===== src/rtl/mem_port_arbiter.sv =====
// Two-port round-robin arbiter in front of a single-port 16-bit x 4096 memory.
// Optional MEM_ARB_LOCK_EN adds lock0/lock1 so a port can keep the memory across back-to-back accesses.
module mem_port_arbiter #(
  parameter int WORD    = 16,
  parameter int ADDRESS = 12
) (
  input  logic               clk,
  input  logic               rst_n,
  input  logic               req0,
  input  logic               we0,
  input  logic [ADDRESS-1:0] addr0,
  input  logic [WORD-1:0]    wdata0,
  output logic               ack0,
  input  logic               req1,
  input  logic               we1,
  input  logic [ADDRESS-1:0] addr1,
  input  logic [WORD-1:0]    wdata1,
  output logic               ack1,
`ifdef MEM_ARB_LOCK_EN
  input  logic               lock0,
  input  logic               lock1,
`endif
  output logic [WORD-1:0]    rdata,
  output logic               busy,
  output logic [ADDRESS-1:0] mem_address,
  output logic               mem_write_enable,
  output logic [WORD-1:0]    mem_write_data,
  input  logic [WORD-1:0]    mem_read_data
);

  typedef enum logic [1:0] {
    IDLE   = 2'd0,
    ACCESS = 2'd1,
    DONE   = 2'd2
  } state_t;

  state_t               state, state_next;
  logic [ADDRESS-1:0]   addr_reg;
  logic                 we_reg;
  logic [WORD-1:0]      wdata_reg;
  logic [WORD-1:0]      rdata_reg;
  logic                 grant_id;
  logic                 last_grant;

  logic                 take;
  logic                 grant_next;
  logic                 update_last;
  logic                 lock_hit;

`ifdef MEM_ARB_LOCK_EN
  logic                 lock_held;

  // The previous winner keeps the memory only while it still presents a request.
  assign lock_hit = lock_held && (grant_id ? req1 : req0);
`else
  assign lock_hit = 1'b0;
`endif

  always_ff @(posedge clk or negedge rst_n) begin
    if (!rst_n) begin
      state <= IDLE;
    end else begin
      state <= state_next;
    end
  end

  always_comb begin
    state_next  = state;
    take        = 1'b0;
    grant_next  = 1'b0;
    update_last = 1'b0;
    case (state)
      IDLE: begin
        if (req0 || req1) begin
          take       = 1'b1;
          state_next = ACCESS;
          if (lock_hit) begin
            grant_next = grant_id;
          end else begin
            grant_next  = (req0 && req1) ? ~last_grant : req1;
            update_last = 1'b1;
          end
        end
      end
      ACCESS:  state_next = DONE;
      DONE:    state_next = IDLE;
      default: state_next = IDLE;
    endcase
  end

  always_ff @(posedge clk or negedge rst_n) begin
    if (!rst_n) begin
      addr_reg   <= '0;
      we_reg     <= 1'b0;
      wdata_reg  <= '0;
      grant_id   <= 1'b0;
      last_grant <= 1'b1;
    end else if (take) begin
      addr_reg  <= grant_next ? addr1 : addr0;
      we_reg    <= grant_next ? we1 : we0;
      wdata_reg <= grant_next ? wdata1 : wdata0;
      grant_id  <= grant_next;
      if (update_last) begin
        last_grant <= grant_next;
      end
    end
  end

`ifdef MEM_ARB_LOCK_EN
  // An IDLE cycle without the locked port's request (or a fresh grant) re-evaluates the lock.
  always_ff @(posedge clk or negedge rst_n) begin
    if (!rst_n) begin
      lock_held <= 1'b0;
    end else if (state == IDLE) begin
      lock_held <= take ? (grant_next ? lock1 : lock0) : 1'b0;
    end
  end
`endif

  always_ff @(posedge clk or negedge rst_n) begin
    if (!rst_n) begin
      rdata_reg <= '0;
    end else if (state == ACCESS && !we_reg) begin
      rdata_reg <= mem_read_data;
    end
  end

  // Write enable is decoded from state so an asynchronous reset drops it at once.
  assign mem_write_enable = (state == ACCESS) && we_reg;
  assign mem_address      = addr_reg;
  assign mem_write_data   = wdata_reg;
  assign ack0             = (state == DONE) && !grant_id;
  assign ack1             = (state == DONE) && grant_id;
  assign busy             = (state != IDLE);
  assign rdata            = rdata_reg;

endmodule


===== config.mk =====
export PLATFORM = sky130hd
export DESIGN_NAME = mem_port_arbiter
export DESIGN_NICKNAME = d
export VERILOG_FILES = /design/src/rtl/mem_port_arbiter.sv
export SDC_FILE = /design/constraint.sdc
export NUM_CORES = 1
export LEC_CHECK = 0
export BUFFER_PORTS_ARGS = -buffer_cell sky130_fd_sc_hd__buf_2
export CORE_ASPECT_RATIO = 0.8
export CORE_UTILIZATION = 44
export CTS_CLUSTER_DIAMETER = 200
export DETAILED_ROUTE_END_ITERATION = 10
export PLACE_DENSITY_LB_ADDON = 0.15
export SLEW_MARGIN = 20
export SYNTH_ARGS = -nofsm -noshare
export SYNTH_HDL_FRONTEND = slang
export SYNTH_SLANG_ARGS = --single-unit

===== constraint.sdc =====
create_clock -name clk -period 2.1 [get_ports clk]
set_clock_uncertainty 0.15 [all_clocks]
set_input_delay 0.42 -clock clk [delete_from_list [all_inputs] [get_ports clk]]
set_output_delay 0.42 -clock clk [all_outputs]
set_load 0.02 [all_outputs]

* Word level (Yosys, flattened, before mapping)
Cells that the tools add are included.
** Word-level totals
- Input bits :: 78
- Logic and storage cells :: 31
- Output and inout bits :: 48
- Bits in registers :: 49
** Cells by class
- Multiplexer cells :: 10
- Equality and inequality tests :: 3
- Bitwise operators :: 1
- Reductions and logical operators :: 10
** Operators by type and width (number)
- 16-bit two-way mux :: 1
- 12-bit two-way mux :: 1
- 1-bit two-way mux :: 6
- 1-bit logical AND :: 5
- 2-bit case mux with 2 select lines :: 1
- 2-bit by 1-bit == test with 1-bit output (second input constant) :: 1
- 2-bit == test (second input constant) :: 1
- 1-bit logical NOT :: 2
- 2-bit logical NOT :: 1
- 2-bit two-way mux :: 1
- 2-bit inequality test (second input constant) :: 1
- 2-bit nonzero test :: 1
- 1-bit logical OR :: 1
- 1-bit inverter :: 1

* Depth between registers and ports, before layout
Gate-level depths: netlist of run 1.
- Depth in word-level cells :: 5
- Mapped depth :: 6
- Gate-level depth less buffers :: 3

* Worst setup path after synthesis of run 1
Ideal clock, no wire load.
- Path kind :: reg2out
- Start point :: register state[0]
- End point :: output port busy
- Path slack :: 0.509 ns
- Data arrival time :: 1.021 ns
- Stages on the path, launching flop included :: 4
- Cell sequence :: dfrtp_1 > nor2_4 > clkbuf_1 > inv_1
** On the way
- Word-level cells in the longest chain between the ends :: 1
** RTL lines
- start, declared :: RTL line 37 : state_t state, state_next;
- start signal, assigned :: RTL line 63 : state <= state_next;
- 2-bit nonzero test :: RTL line 134 : assign busy = (state != IDLE);
- end, declared :: RTL line 24 : output logic busy,
No other way between the ends.

* Worst setup path in the final report of run 1
- Start point :: register state[0]
- End point :: output port mem_write_enable
** On the way
- Word-level cells in the longest chain between the ends :: 2
** RTL lines
- 2-bit by 1-bit == test with 1-bit output :: RTL line 129 : assign mem_write_enable = (state == ACCESS) && we_reg;
- 1-bit logical AND :: RTL line 129
- end, declared :: RTL line 26 : output logic mem_write_enable,
No other way between the ends.

==> results.toml, run 1 <==
[clocking]
h-tree-depth = 2
cts_resized = 0
clock_sinks = 49
clk_latency_ps = 300
cts_setup_buffers = 0
clockBufferDepth = 2
cts_buffers = 5
root_buffer = "clkbuf_8"
cts_tree = "built"
clk_pin_slew_ps = 90

[sta]
tightest_slew_ps = 247
min_period_ps = 1810
clock.fmax_mhz = 552
tns_ps = 0
slew_viol_final = 0
grt_setup_unrepaired = "false"
fin_crit_sh_pct = 86.3
setup_viol_count_final = 0
maxSlewHeadroom_pct = 83.6
timing.final.hold_violations = 0

[yosys]
ys_seq_elements = 49
synthCells = 157
ys_types = 22
synth.avg_cell_area_um2 = 14.3
synth_area_um2 = 2240
yosysWarningCount = 0
yosysSeqAreaShare_pct = 54.7
syn_nets = 235
synthFlopType = "dfrtp_1"
synthArstFlopShare_pct = 100
synth_edf_count = 0

[setup_path]
path_class = "flip-flop to primary output"
cp-start-kind = "flip-flop"
critical_path.top_delay_family = "flip-flops"
worstRegToRegCells = 4
crit_chain = "nor2b_4 > and2_2 > buf_2"
r2r_slack_ps = 350
critPathSlowestCell = "dfrtp_1"
cp_data_required_time_ps = 1530
r2r_end = "rdata[10]"
end_kind = "primary output"
path_max_fanout = 4
path_buf_inv = 1
r2r-start = "state[0]"
max_stage_delay_ps = 450
arrival_ps = 1240

[outcome]
status = "finished, final reports clean"

[final_layout]
final_common_cell = "buf_2"
nNetsFinal = 362
final_cell_mix = "buf_2, dfrtp_1, nand4b_1, o221a_2, buf_4"
antenna_cells = 0
final_cells = 345
layout-drive-gt1-share_pct = 68.4
postLayoutCoreUtil_pct = 64.9
areaGrowthSynthToFinish_pct = 37.0

[placed_design]
hpwl_um = 4220
numPortBuffers = 125
place_congestion = 0.754
dp_cells = 336

[global_route]
grt_pass1_wl_um = 8630
first_global_vias = 1840
grt.total_usage_pct = 21.6
antenna_found_initial = 0
grt-ovfl-total = 0
grt_max_degree = 25

[floorplan]
die-height_um = 65.9
coreArea_um2 = 4730
die_x_um = 81.8
die_area_um2 = 5390
rows = 22
start_util_pct = 47.4
io_pins = 126

[power_and_ir_drop]
pwr-share-seq_pct = 34.7
power.share.combinational_pct = 51.2
ir_drop_mv = 0.892
p_sw_share_pct = 39.6
leakagePower_nw = 1.43
power_switching_mw = 1.95
power.internal_mw = 2.99
pwr_density_cell_nw_per_um2 = 1610
total_power_mw = 4.94
pwr-share-clk_pct = 14.1

[worst_hold_path]
hold_path_end = "last_grant"
whs_path_depth = 2
hp-start = "req0"
hold_class = "input port to flip-flop"

[drt]
drt-wirelength-per-cell_um = 16.0
num_vias = 1868
wirelength_um = 5510
drtIter0Drc = 81
drc = 0
antenna_left = 0
drt-pass1-iter-count = 5
vias_per_cell = 5.41

[flow_run]
cap_violations = 0
-- final cells by class --
cell class,instances,area (µm²)
clock inverter,2,37.5
multi-input combinational,88,903
tap,60,75.1
inverter,2,7.51
fill,398,1660
clock buffer,6,82.6
timing repair buffer,138,738
sequential,49,1230
-- power groups by stage --
stage / registers (mW) / logic [mW] / clock network, mW
6_report: 1.71 / 2.53 / 0.695
5_1_grt: 1.78 / 2.72 / 0.771
4_1_cts: 1.72 / 2.56 / 0.714
3_5_place_dp: 1.72 / 2.56 / 0
3_3_place_gp: 1.72 / 2.51 / 0
2_1_floorplan: 2.22 / 1.27 / 0
-- cell usage after synthesis (2+ instances only) --
library cell | instances | share of area, %
dfrtp_1 | 48 | 54
nand4b_1 | 29 | 11
o221a_2 | 29 | 15
clkbuf_1 | 11 | 1.8
mux2_4 | 10 | 6.7
mux2_2 | 6 | 3.0
buf_2 | 4 | 0.89
buf_6 | 2 | 1.0
inv_1 | 2 | 0.33
nand3_1 | 2 | 0.45
nor2b_4 | 2 | 1.2
nor3b_1 | 2 | 0.67
-- how the worst max path moves through the flow --
stage	start	endpoint	slack, ps	depth (start not counted)
floorplan	state[0]	busy	510	3
detailed placement	state[0]	rdata[8]	340	4
finish	state[0]	mem_write_enable	290	3
global placement	state[0]	rdata[14]	410	4
global route	state[0]	mem_write_enable	230	3
CTS	state[0]	mem_write_enable	270	3
-- what timing repair did --
| action | 4_1_cts | 5_1_grt |
|---|---|---|
| hold buffers | 1 | 0 |
| endpoints found under the hold margin | 6 | 0 |
| endpoints found under the setup margin | 0 | 0 |
-- metrics by stage --
stage	hold WS, ps	setup WS (ps)	instance area, µm²
detailed placement	146	343	2940
CTS	142	272	3070
global placement	141	414	2940
finish	150	288	3070
global route	145	226	3070
floorplan	-25.6	509	2240
-- cells by family after synthesis --
| group | synth area share (%) |
|---|---|
| AOI/OAI and AO/OA | 15.6 |
| buffers and inverters | 4.97 |
| DFF | 54.7 |
| muxes | 9.71 |
| and+or+nand+nor | 15.0 |
-- routing by layer --
layer	up-vias	global-route usage, %	wire length, µm
met5	-	0	0
met4	0	8.99	114
met3	11	5.79	390
met2	74	34.0	2530
met1	905	27.9	2470
li1	878	-	-
Note: power is estimated with default switching activity, not from simulation.
==> run 2: changes to the inputs <==
--- a/config.mk
+++ b/config.mk
@@ -5,9 +5,12 @@
 export SDC_FILE = /design/constraint.sdc
 export NUM_CORES = 1
 export LEC_CHECK = 0
-export BUFFER_PORTS_ARGS = -buffer_cell sky130_fd_sc_hd__buf_2
+export BUFFER_PORTS_ARGS = -buffer_cell sky130_fd_sc_hd__buf_4
+export CELL_PAD_IN_SITES_DETAIL_PLACEMENT = 1
+export CELL_PAD_IN_SITES_GLOBAL_PLACEMENT = 2
 export CORE_ASPECT_RATIO = 0.8
-export CORE_UTILIZATION = 44
+export CORE_UTILIZATION = 27
+export CTS_BUF_LIST = sky130_fd_sc_hd__clkbuf_8 sky130_fd_sc_hd__clkbuf_16
 export CTS_CLUSTER_DIAMETER = 200
 export DETAILED_ROUTE_END_ITERATION = 10
 export PLACE_DENSITY_LB_ADDON = 0.15
==> results.toml, run 2 (synthesized netlist as in run 1, its figures left out) <==
[setup_path]
path_buf_inv = 2
path_class = "flip-flop to primary output"
end_kind = "primary output"
critPathSlowestCell = "dfrtp_1"
path_max_fanout = 14
critical_path.top_delay_family = "flip-flops"
crit_chain = "nor2_4 > inv_1 > buf_4"
max_stage_delay_ps = 460
cp-start-kind = "flip-flop"
arrival_ps = 1320
cp_data_required_time_ps = 1530

[clocking]
clk_latency_ps = 300
postCtsHoldBufs = 0
h-tree-depth = 2
root_buffer = "clkbuf_8"
clock_sinks = 49
cts_tree = "built"
cts_setup_buffers = 0
cts_buffers = 5
clk_pin_slew_ps = 90
cts_resized = 0
clockBufferDepth = 2

[final_layout]
final_common_cell = "buf_4"
nNetsFinal = 358
areaGrowthSynthToFinish_pct = 51.8
final_cell_mix = "buf_4, dfrtp_1, nand4b_1, o221a_2, mux2_4"
antenna_cells = 0
layout-drive-gt1-share_pct = 68.0

[global_route]
grt_pass1_wl_um = 10600
first_global_vias = 1955
grt_max_degree = 50
grt.total_usage_pct = 15.6
grt-ovfl-total = 0
antenna_found_initial = 0

[floorplan]
start_util_pct = 28.1
io_pins = 126
die_x_um = 104
die_area_um2 = 8670
die-height_um = 83.5
rows = 29
coreArea_um2 = 7980

[placed_design]
hpwl_um = 4680
place_congestion = 0.694
numPortBuffers = 125
pre_cts_slack_ps = 388

[drt]
drc = 0
num_vias = 1837
drt-pass1-iter-count = 4
drtIter0Drc = 62
vias_per_cell = 4.72
antenna_left = 0
wirelength_um = 6510
drt-wirelength-per-cell_um = 16.7

[sta]
grt_setup_unrepaired = "false"
tightest_slew_ps = 635
slew_viol_final = 0
min_period_ps = 1890
setup_viol_count_final = 0
setup_ws_ps = 214
tns_ps = 0
holdWs_ps = -5.60
clock.fmax_mhz = 530
timing.final.hold_violations = 24
maxSlewHeadroom_pct = 57.6
fin_crit_sh_pct = 89.8

[power_and_ir_drop]
total_power_mw = 5.27
leakagePower_nw = 1.52
ir_drop_mv = 0.610
pwr_density_cell_nw_per_um2 = 1550

[outcome]
violations = "hold timing"
status = "finished with violations"

[flow_run]
cap_violations = 0

[worst_hold_path]
hold_class = "input port to async pin"
run 2: cell types whose count changed in the layout (fill, tap and decap cells not counted), sizes merged:
cell         previous run  this run
buf                   137       134
clkbuf                  6         5
clkinv                  0         1
clkinvlp                1         0
dlygate4sd3             1         0
inv                     2         3
run 2: worst paths after layout:
path,startpoint,to,slack (ps),cells after the start
worst max-delay path,state[1],busy,210,3
worst min-delay path,rst_n,rdata[15],-6,1
worst max register to register,state[1],mem_write_data[15],380,4
worst min register to register,rdata[15],rdata[15],370,1
max in group asynchronous,rst_n,mem_write_data[13],1380,1
min in group clk,req0,last_grant,160,2
run 2: routing by layer:
layer  part of all wire, %  wire length (µm)  GRT usage, %  vias to the layer above
met5                     0                 0             0                        -
met4                  0.48                31          3.90                        0
met3                   6.3               411          4.22                        4
met2                    48              3110          24.5                       69
met1                    45              2960          21.3                      893
li1                      -                 -             -                      871
run 2: area by class of cell:
cell class | count | area [µm²]
tap | 108 | 135
sequential | 49 | 1230
timing repair buffer | 134 | 1020
clock buffer | 5 | 68.8
fill | 860 | 4580
inverter | 2 | 7.51
clock inverter | 3 | 42.5
multi-input combinational | 88 | 903
run 2: stage by stage:
step | hold WS, ps | std cells | area (µm²) | util [%]
after CTS | 5.96 | 389 | 3400 | 42.6
after global placement | 340 | 381 | 3290 | 41.2
after detailed placement | 344 | 381 | 3290 | 41.2
final | -5.60 | 389 | 3400 | 42.6
after global routing | 28.8 | 389 | 3400 | 42.6
after floorplan | -25.6 | 157 | 2240 | -
run 2: where the power goes:
part / internal, mW / leakage [nW] / switching (mW)
registers: 1.42 / 0.555 / 0.304
clock network: 0.353 / 0.0595 / 0.322
logic: 1.46 / 0.909 / 1.40
==> run 3: changes to the inputs <==
--- a/config.mk
+++ b/config.mk
@@ -9,10 +9,11 @@
 export CELL_PAD_IN_SITES_DETAIL_PLACEMENT = 1
 export CELL_PAD_IN_SITES_GLOBAL_PLACEMENT = 2
 export CORE_ASPECT_RATIO = 0.8
-export CORE_UTILIZATION = 27
-export CTS_BUF_LIST = sky130_fd_sc_hd__clkbuf_8 sky130_fd_sc_hd__clkbuf_16
+export CORE_UTILIZATION = 28
+export CTS_BUF_LIST = sky130_fd_sc_hd__clkbuf_4 sky130_fd_sc_hd__clkbuf_8
 export CTS_CLUSTER_DIAMETER = 200
 export DETAILED_ROUTE_END_ITERATION = 10
+export MAX_ROUTING_LAYER = met4
 export PLACE_DENSITY_LB_ADDON = 0.15
 export SLEW_MARGIN = 20
 export SYNTH_ARGS = -nofsm -noshare
==> results.toml, run 3 (synthesized netlist as in run 1, its figures left out) <==
[outcome]
status = "finished with violations"
violations = "hold timing"

[floorplan]
die_x_um = 102
io_pins = 126
start_util_pct = 29.6
rows = 28
die_area_um2 = 8370
die-height_um = 82.0
coreArea_um2 = 7570

[setup_path]
path_buf_inv = 1
arrival_ps = 1270
path_class = "flip-flop to primary output"
path_max_fanout = 4
critPathSlowestCell = "dfrtp_1"
critical_path.top_delay_family = "flip-flops"
crit_chain = "nor3b_1 > buf_4"
max_stage_delay_ps = 470
r2r_slack_ps = 430
r2r_end = "rdata[15]"
cp-start-kind = "flip-flop"
r2r-start = "state[0]"
end_kind = "primary output"
cp_data_required_time_ps = 1530
worstRegToRegCells = 4

[sta]
maxSlewHeadroom_pct = 56.5
tightest_slew_ps = 653
timing.final.hold_violations = 8
grt_setup_unrepaired = "false"
min_period_ps = 1840
tns_ps = 0
fin_crit_sh_pct = 87.7
slew_viol_final = 0
holdWs_ps = -15.0
setup_viol_count_final = 0
clock.fmax_mhz = 543

[final_layout]
final_cell_mix = "buf_4, dfrtp_1, nand4b_1, o221a_2, mux2_4"
areaGrowthSynthToFinish_pct = 52.4
nNetsFinal = 359
fin_area_um2 = 3420
layout-drive-gt1-share_pct = 68.4
antenna_cells = 0
postLayoutCoreUtil_pct = 45.2
multiInputGateArea_um2 = 903
nFillCells = 852
regArea_um2 = 1230
final_common_cell = "buf_4"
final_cells = 387

[power_and_ir_drop]
p_sw_share_pct = 38.0
pwr_density_cell_nw_per_um2 = 1580
pwr-share-clk_pct = 14.7
ir_drop_mv = 0.420
power.internal_mw = 3.35
pwr-share-seq_pct = 31.9
leakagePower_nw = 1.53
power_switching_mw = 2.05
power.share.combinational_pct = 53.4

[clocking]
cts_resized = 0
clockBufferDepth = 2
h-tree-depth = 2
root_buffer = "clkbuf_8"
clock_sinks = 49
postCtsHoldBufs = 0
cts_buffers = 5
cts_tree = "built"
clk_latency_ps = 290
cts_setup_buffers = 0
clk_pin_slew_ps = 90

[placed_design]
numPortBuffers = 125
place_congestion = 0.667
dpl_cell_area_um2 = 3280
hpwl_um = 5040
dp_cells = 379

[global_route]
grt_max_degree = 50
grt_pass1_wl_um = 10400
first_global_vias = 1918
antenna_found_initial = 0
grt-ovfl-total = 0
grt.total_usage_pct = 17.0

[drt]
drt-wirelength-per-cell_um = 17.8
drt-pass1-iter-count = 4
vias_per_cell = 4.86
num_vias = 1879
drtIter0Drc = 58
antenna_left = 0
drc = 0
wirelength_um = 6880

[flow_run]
cap_violations = 0

[worst_hold_path]
hold_class = "input port to async pin"
==> run 3: power by group through the flow <==
stage	Clock [mW]	Combinational (mW)	Sequential [mW]
6_report	0.792	2.88	1.73
3_3_place_gp	0	2.88	1.73
5_1_grt	0.862	3.07	1.79
3_5_place_dp	0	2.93	1.73
4_1_cts	0.827	2.92	1.73
2_1_floorplan	0	1.27	2.22
==> run 3: routing by layer <==
| layer | GRT usage, % | wire length [µm] | share of wire, % | vias to the layer above |
|---|---|---|---|---|
| li1 | - | - | - | 870 |
| met1 | 23.7 | 3280 | 48 | 938 |
| met2 | 24.3 | 3090 | 45 | 69 |
| met3 | 4.85 | 489 | 7.1 | 2 |
| met4 | 3.43 | 23 | 0.33 | 0 |
| met5 | - | 0 | 0 | - |
==> run 3: worst max-delay path by stage <==
stage,slack (ps),to,cells after the start,start
after global placement,470,rdata[2],4,state[0]
after global routing,160,ack0,2,state[1]
after CTS,200,ack0,2,state[1]
final,260,ack0,2,state[1]
after detailed placement,440,rdata[15],4,state[0]
after floorplan,510,busy,3,state[0]
==> run 3: stage by stage <==
| step | worst slack (ps) | power (mW) |
|---|---|---|
| after CTS | 198 | 5.48 |
| after global placement | 473 | 4.61 |
| after floorplan | 509 | 3.48 |
| after global routing | 161 | 5.72 |
| after detailed placement | 437 | 4.66 |
| final | 259 | 5.40 |
==> run 3: area by class of cell <==
type                    instances  area share [%]
clock inverters                 3            1.90
flip-flops and latches         49            35.9
repair buffers                135            29.7
clock buffers                   5            2.01
well taps                     105            3.84
multi-input cells              88            26.4
inverters                       2           0.220
